### config.mk
export PLATFORM = sky130hd
export DESIGN_NAME = keypad_scanner
export DESIGN_NICKNAME = d
export VERILOG_FILES = /design/src/rtl/keypad_scanner.sv
export SDC_FILE = /design/constraint.sdc
export NUM_CORES = 1
export LEC_CHECK = 0
export BUFFER_PORTS_ARGS = -buffer_cell sky130_fd_sc_hd__buf_2
export CORE_ASPECT_RATIO = 1.5
export CORE_MARGIN = 2
export CORE_UTILIZATION = 63
export DETAILED_ROUTE_END_ITERATION = 10
export HOLD_SLACK_MARGIN = 0.02
export PLACE_DENSITY = 0.87
export RECOVER_POWER = 100
export SYNTH_ARGS = -nofsm -noshare
export SYNTH_HDL_FRONTEND = slang
export SYNTH_SLANG_ARGS = --single-unit
### constraint.sdc
create_clock -name clock -period 6.3 [get_ports clock]
set_input_delay 0.945 -clock clock [delete_from_list [all_inputs] [get_ports clock]]
set_output_delay 0.945 -clock clock [all_outputs]
set_load 0.01 [all_outputs]
### src/rtl/keypad_scanner.sv
// 4x4 keypad scanner: walks an active-low column strobe, debounces row presses and
// releases, and hands out one key code per physical press on a valid/ready handshake.
module keypad_scanner #(
  parameter int unsigned SCAN_DIV       = 1000,
  parameter int unsigned DEBOUNCE_SCANS = 3
) (
  input  logic       clock,
  input  logic       reset,
  input  logic [3:0] row_in,
  output logic [3:0] col_out,
  output logic       key_valid,
  output logic [3:0] key_code,
  input  logic       key_ready,
  output logic       key_held
);

  localparam int unsigned DIV_W = (SCAN_DIV > 1) ? $clog2(SCAN_DIV) : 1;
  localparam int unsigned CNT_W = $clog2(DEBOUNCE_SCANS + 1);
  localparam logic [DIV_W-1:0] DIV_LAST = DIV_W'(SCAN_DIV - 1);
  localparam logic [CNT_W-1:0] CNT_DONE = CNT_W'(DEBOUNCE_SCANS);

  typedef enum logic [1:0] {
    S_SCAN,
    S_DEBOUNCE,
    S_EMIT,
    S_RELEASE
  } state_e;

  state_e           state_q;
  logic [3:0]       rs1_q;
  logic [3:0]       rs_q;
  logic [DIV_W-1:0] div_q;
  logic [1:0]       col_q;
  logic [1:0]       row_q;
  logic [CNT_W-1:0] cnt_q;
  logic [3:0]       col_out_q;
  logic             valid_q;
  logic [3:0]       code_q;
  logic             held_q;

  logic             sample_c;
  logic             single_c;
  logic [1:0]       row_idx_c;
  logic [2:0]       zeros_c;
  logic [1:0]       col_d;
  logic [3:0]       col_out_d;
  logic [CNT_W-1:0] cnt_d;

  // Keymap indexed by [row][col].
  function automatic logic [3:0] keymap(input logic [1:0] row, input logic [1:0] col);
    logic [3:0] code;
    case ({row, col})
      4'h0: code = 4'h1;  4'h1: code = 4'h2;  4'h2: code = 4'h3;  4'h3: code = 4'hA;
      4'h4: code = 4'h4;  4'h5: code = 4'h5;  4'h6: code = 4'h6;  4'h7: code = 4'hB;
      4'h8: code = 4'h7;  4'h9: code = 4'h8;  4'hA: code = 4'h9;  4'hB: code = 4'hC;
      4'hC: code = 4'h0;  4'hD: code = 4'hF;  4'hE: code = 4'hE;  default: code = 4'hD;
    endcase
    return code;
  endfunction

  // A sample counts as a press only when exactly one synchronised row is low.
  always_comb begin
    zeros_c   = '0;
    row_idx_c = '0;
    for (int i = 0; i < 4; i++) begin
      if (!rs_q[i]) begin
        zeros_c   = zeros_c + 3'd1;
        row_idx_c = 2'(i);
      end
    end
    single_c  = (zeros_c == 3'd1);
    sample_c  = (div_q == DIV_LAST);
    col_d     = col_q + 2'd1;
    col_out_d = ~(4'b0001 << col_d);
    cnt_d     = cnt_q + CNT_W'(1);
  end

  always_ff @(posedge clock) begin
    if (reset) begin
      state_q   <= S_SCAN;
      rs1_q     <= 4'b1111;
      rs_q      <= 4'b1111;
      div_q     <= '0;
      col_q     <= '0;
      row_q     <= '0;
      cnt_q     <= '0;
      col_out_q <= 4'b1110;
      valid_q   <= 1'b0;
      code_q    <= '0;
      held_q    <= 1'b0;
    end else begin
      rs1_q <= row_in;
      rs_q  <= rs1_q;
      div_q <= sample_c ? '0 : div_q + DIV_W'(1);
      case (state_q)
        S_SCAN: begin
          if (sample_c) begin
            if (single_c) begin
              row_q   <= row_idx_c;
              cnt_q   <= '0;
              state_q <= S_DEBOUNCE;
            end else begin
              col_q     <= col_d;
              col_out_q <= col_out_d;
            end
          end
        end
        S_DEBOUNCE: begin
          if (sample_c) begin
            if (single_c && (row_idx_c == row_q)) begin
              if (cnt_d == CNT_DONE) begin
                code_q  <= keymap(row_q, col_q);
                valid_q <= 1'b1;
                state_q <= S_EMIT;
              end else begin
                cnt_q <= cnt_d;
              end
            end else begin
              state_q   <= S_SCAN;
              col_q     <= col_d;
              col_out_q <= col_out_d;
            end
          end
        end
        S_EMIT: begin
          if (valid_q && key_ready) begin
            valid_q <= 1'b0;
            held_q  <= 1'b1;
            cnt_q   <= '0;
            state_q <= S_RELEASE;
          end
        end
        default: begin
          // Any row activity restarts the release count.
          if (sample_c) begin
            if (rs_q == 4'b1111) begin
              if (cnt_d == CNT_DONE) begin
                held_q    <= 1'b0;
                state_q   <= S_SCAN;
                col_q     <= col_d;
                col_out_q <= col_out_d;
              end else begin
                cnt_q <= cnt_d;
              end
            end else begin
              cnt_q <= '0;
            end
          end
        end
      endcase
    end
  end

  assign col_out   = col_out_q;
  assign key_valid = valid_q;
  assign key_code  = code_q;
  assign key_held  = held_q;

endmodule

==> metrics.md <==
| Metric | Value |
|---|---|
| Status | `complete, but fails checks` |
| Failing checks | `capacitance limit, slew limit` |
| Yosys cell types | `48` |
| Core footprint | `2943 sq um` |
| EDFF count, synth | `0` |
| Wire length per cell | `13.58 microns` |
| Final Instance Count excl. Fillers | `265` |
| Pre-CTS setup slack | `3.536 ns` |
| Worst-Skew Late Latency | `0.28 ns` |
| Final HPWL DP | `2.545 mm` |
| Hold_ws | `0.4078 ns` |
| Total GRT Usage | `21.61%` |
| Worst-Margin Slew | `2.008 ns` |
| Initial antenna violation count | `0` |
| Chip Width | `49.77 microns` |
| CTS tree | `yes` |
| Avg Inst Size Synth | `9.250 sq um` |
| Worst R2R Setup Slack | `2.37 ns` |
| First-pass GRT wire length | `6.078 mm` |
| Leak pwr | `0.8513 nW` |
| Syn_nets | `233` |
| Data required time of the worst path | `6.48 ns` |
| Fillers | `262` |
| Worst r2r dst | `key_code[3]` |
| Post-synthesis mux area share | `6.195%` |
| Hold violation count in the final report | `0` |
| Post-CTS Setup Bufs | `0` |
| Pwr Density | `210.2 nW/um^2` |
| Pin count of the biggest net entering global routing | `38` |
| Flops & latches, synth | `36` |
| DP Area | `2057 sq um` |
| Worst-case reg-to-reg path depth | `10` |
| Share of layout cells above drive strength 1 | `11.06%` |
| Layout net count | `245` |
| Post-Synthesis Cells | `214` |
| Hold depth | `1` |
| Post-synthesis compound-gate area fraction | `13.65%` |
| Post-route minimum period | `3.928 ns` |
| Die ar. | `3615 sq um` |
| Routed Antenna Nets | `0` |
| Clk network pwr share | `39.8%` |
| Post-synthesis async set-or-reset flop share | `0%` |
| Post-Layout Inst Area | `2066 sq um` |
| Synth Flop Type | `dfxtp_1` |
| Period utilisation layout | `62.35%` |
| Cell Rows | `24` |
| CTS Buffer Depth | `2` |
| Power Internal | `0.3398 mW` |
| Adder-Cell Fraction of Synth Area | `7.585%` |
| FF-to-FF Start | `rs_q[1]` |
| RSZ-0062 raised after global routing | `no` |
| Peak VDD IR | `163.6 uV` |
| HP Start | `rs1_q[3]` |
| WHS Endpoint | `rs_q[3]` |
| Fin Setup TNS | `0 ns` |
| H-tree levels | `2` |
| Inserted Clock Buffers | `5` |
| Drc violations | `0` |
| Crit path arrival time | `4.11 ns` |
| Nature of the critical path endpoint | `flop` |
| FMAX | `0.2546 GHz` |
| I/O pin count | `17` |
| Ant. Diodes | `0` |
| IO Port Bufs | `16` |
| Hold_buf cts | `0` |
| Final Max Slew Viols | `10` |
| Net switching power figure | `0.09440 mW` |
| Kind of critical path | `flop to flop` |
| Clk root buf | `clkbuf_8` |
| Chip Height | `72.65 microns` |
| Number of global-route vias before repair | `1,393` |
| CP Launch Type | `flop` |
| Setup violations, final | `0` |
| Clock skew | `0.005805 ns` |
| Via count | `1,526` |
| Synthesized area | `1979 sq um` |
| Post-Synth XOR/XNOR Area | `6.511%` |
| Layout area overhead | `4.362%` |
| Slack of the critical path | `2.372 ns` |
| 1st-iter DRT viols | `47` |
| DRT Wirelength | `3.600 mm` |
| Initial Util | `67.26%` |
| Synth Warn # | `0` |
| Tightest Hold Check Type | `flop to flop` |
| Maxcap violations | `1` |
| Placed Cells | `258` |
| Gpl congestion | `0.8831` |
| Sequential fraction of the synthesis area | `36.41%` |
| Sw Ratio | `21.74%` |
| CTS clk-pin slew, worst paths | `0.07 ns` |
| DR vias/cell | `5.758` |
| Crit Path Max Fanout | `9` |
| Max-Slew Margin vs Limit | `-37.31%` |
| Pre-Repair DR Iteration Count | `4` |
| Post-Synth Simple-Gate Area | `24.59%` |
| Largest family of logic cells by synthesized area | `simple AND/OR/NAND/NOR gates` |
| Logic gate share of total power | `6.1%` |
| Clock sink count | `36` |
| GRT Residual Overflow | `0` |
| Seq pwr share | `54.1%` |
| Post_cts resized | `0` |
synth_stat cells (3+ instances only):
cell       n  area [sq um]
dfxtp_1   36         720.7
nand4_1    3         18.77
nor2b_1    8         50.05
mux2i_1   10         100.1
nand2b_1   6         37.54
o21ai_0    5         25.02
xor2_1     6         52.55
clkbuf_1   8         30.03
inv_1     12         45.04
or2_2      8         50.05
nor2_1    24         90.09
nor3_1     4         20.02
xnor2_1    5         43.79
and3_1     4         25.02
a311oi_1   3         26.28
ha_1      12         150.1
a21oi_1    9         45.04
nand2_1    8         30.03
nand3_1    5         25.02
worst max-delay path by stage:
stage                        from  cells past startpoint  slack (ns)          end
final                     rs_q[1]                     10        2.37  key_code[3]
after global placement    rs_q[1]                     10        3.64   col_out[0]
after floorplan           rs_q[1]                     10        3.75   col_out[0]
after CTS                 rs_q[1]                     10        3.52     col_q[0]
after global routing      rs_q[1]                     10        2.00  key_code[1]
after detailed placement  rs_q[1]                     10        3.54     col_q[0]
power by group through the flow:
stage | sequential (mW) | clock [mW] | combinational (mW)
final | 0.235 | 0.173 | 0.0267
after global placement | 0.240 | 0 | 0.0302
after global routing | 0.235 | 0.186 | 0.0297
after detailed placement | 0.240 | 0 | 0.0308
after floorplan | 0.239 | 0 | 0.0266
after CTS | 0.235 | 0.179 | 0.0312
logic make-up (layout without fill, tap and decap cells):
group,Yosys count,in the layout
AOI/OAI and AO/OA,32,32
muxes,12,12
DFF,36,36
xor gates and xnor gates,13,13
adders and majority gates,12,12
buffers and inverters,24,36
and+or+nand+nor,85,85
sequential cells by signal (all words and copies together) (netlist names):
signal,count
cnt_q,2
col_q,2
key_held,1
key_code,4
key_valid,1
div_q,10
row_q,2
col_out,4
rs_q,4
rs1_q,4
state_q,2
per-stage QoR:
stage | utilization [%] | power (mW)
finish | 70.20 | 0.4342
global route | 70.20 | 0.4506
global placement | 69.90 | 0.2702
floorplan | - | 0.2653
CTS | 73.17 | 0.4454
detailed placement | 69.90 | 0.2710
final cells by class:
| cell class | count | area, sq um | share of cell area [%] |
|---|---|---|---|
| clock buffers | 7 | 96.34 | 4.664 |
| inverters | 13 | 48.80 | 2.362 |
| repair buffers | 16 | 66.31 | 3.210 |
| multi-input cells | 154 | 1085 | 52.51 |
| flip-flops and latches | 36 | 720.7 | 34.89 |
| well taps | 39 | 48.80 | 2.362 |
placed cells by master (no fill, tap or decap), types with 2 or more instances in the layout:
| cell | n |
|---|---|
| dfxtp_1 | 36 |
| nor2_1 | 24 |
| inv_1 | 12 |
| ha_1 | 12 |
| clkbuf_1 | 11 |
| mux2i_1 | 10 |
| a21oi_1 | 9 |
| nor2b_1 | 8 |
| or2_2 | 8 |
| nand2_1 | 8 |
| xor2_1 | 7 |
| clkbuf_8 | 7 |
| nand2b_1 | 6 |
| xnor2_1 | 5 |
| nand3_1 | 5 |
| o21ai_0 | 5 |
| buf_2 | 5 |
| nor3_1 | 4 |
| and3_1 | 4 |
| nor4_1 | 3 |
| nand4_1 | 3 |
| a311oi_1 | 3 |
| and4bb_1 | 2 |
| and2b_1 | 2 |
| o21ai_2 | 2 |
| a21o_1 | 2 |
| a211o_1 | 2 |
| mux2_1 | 2 |
| o211ai_1 | 2 |
critical path: stages (launching register included):
cell and delay, ns:
dfxtp_1 0.38, inv_1 0.06, ha_1 0.33, xor2_1 0.28, inv_1 0.08, ha_1 0.30
nor2_1 0.14, a221oi_1 0.14, a2111oi_0 1.62, a21oi_1 0.20, a311oi_1 0.30
per-layer routing:
metal	vias up	global-route usage, %	part of all wire [%]
li1	758	-	-
met1	735	24.05	42
met2	25	39.26	54
met3	8	3.279	2.4
met4	0	11.11	2.0
met5	-	0	0
Power figures use the tool's default switching activity.
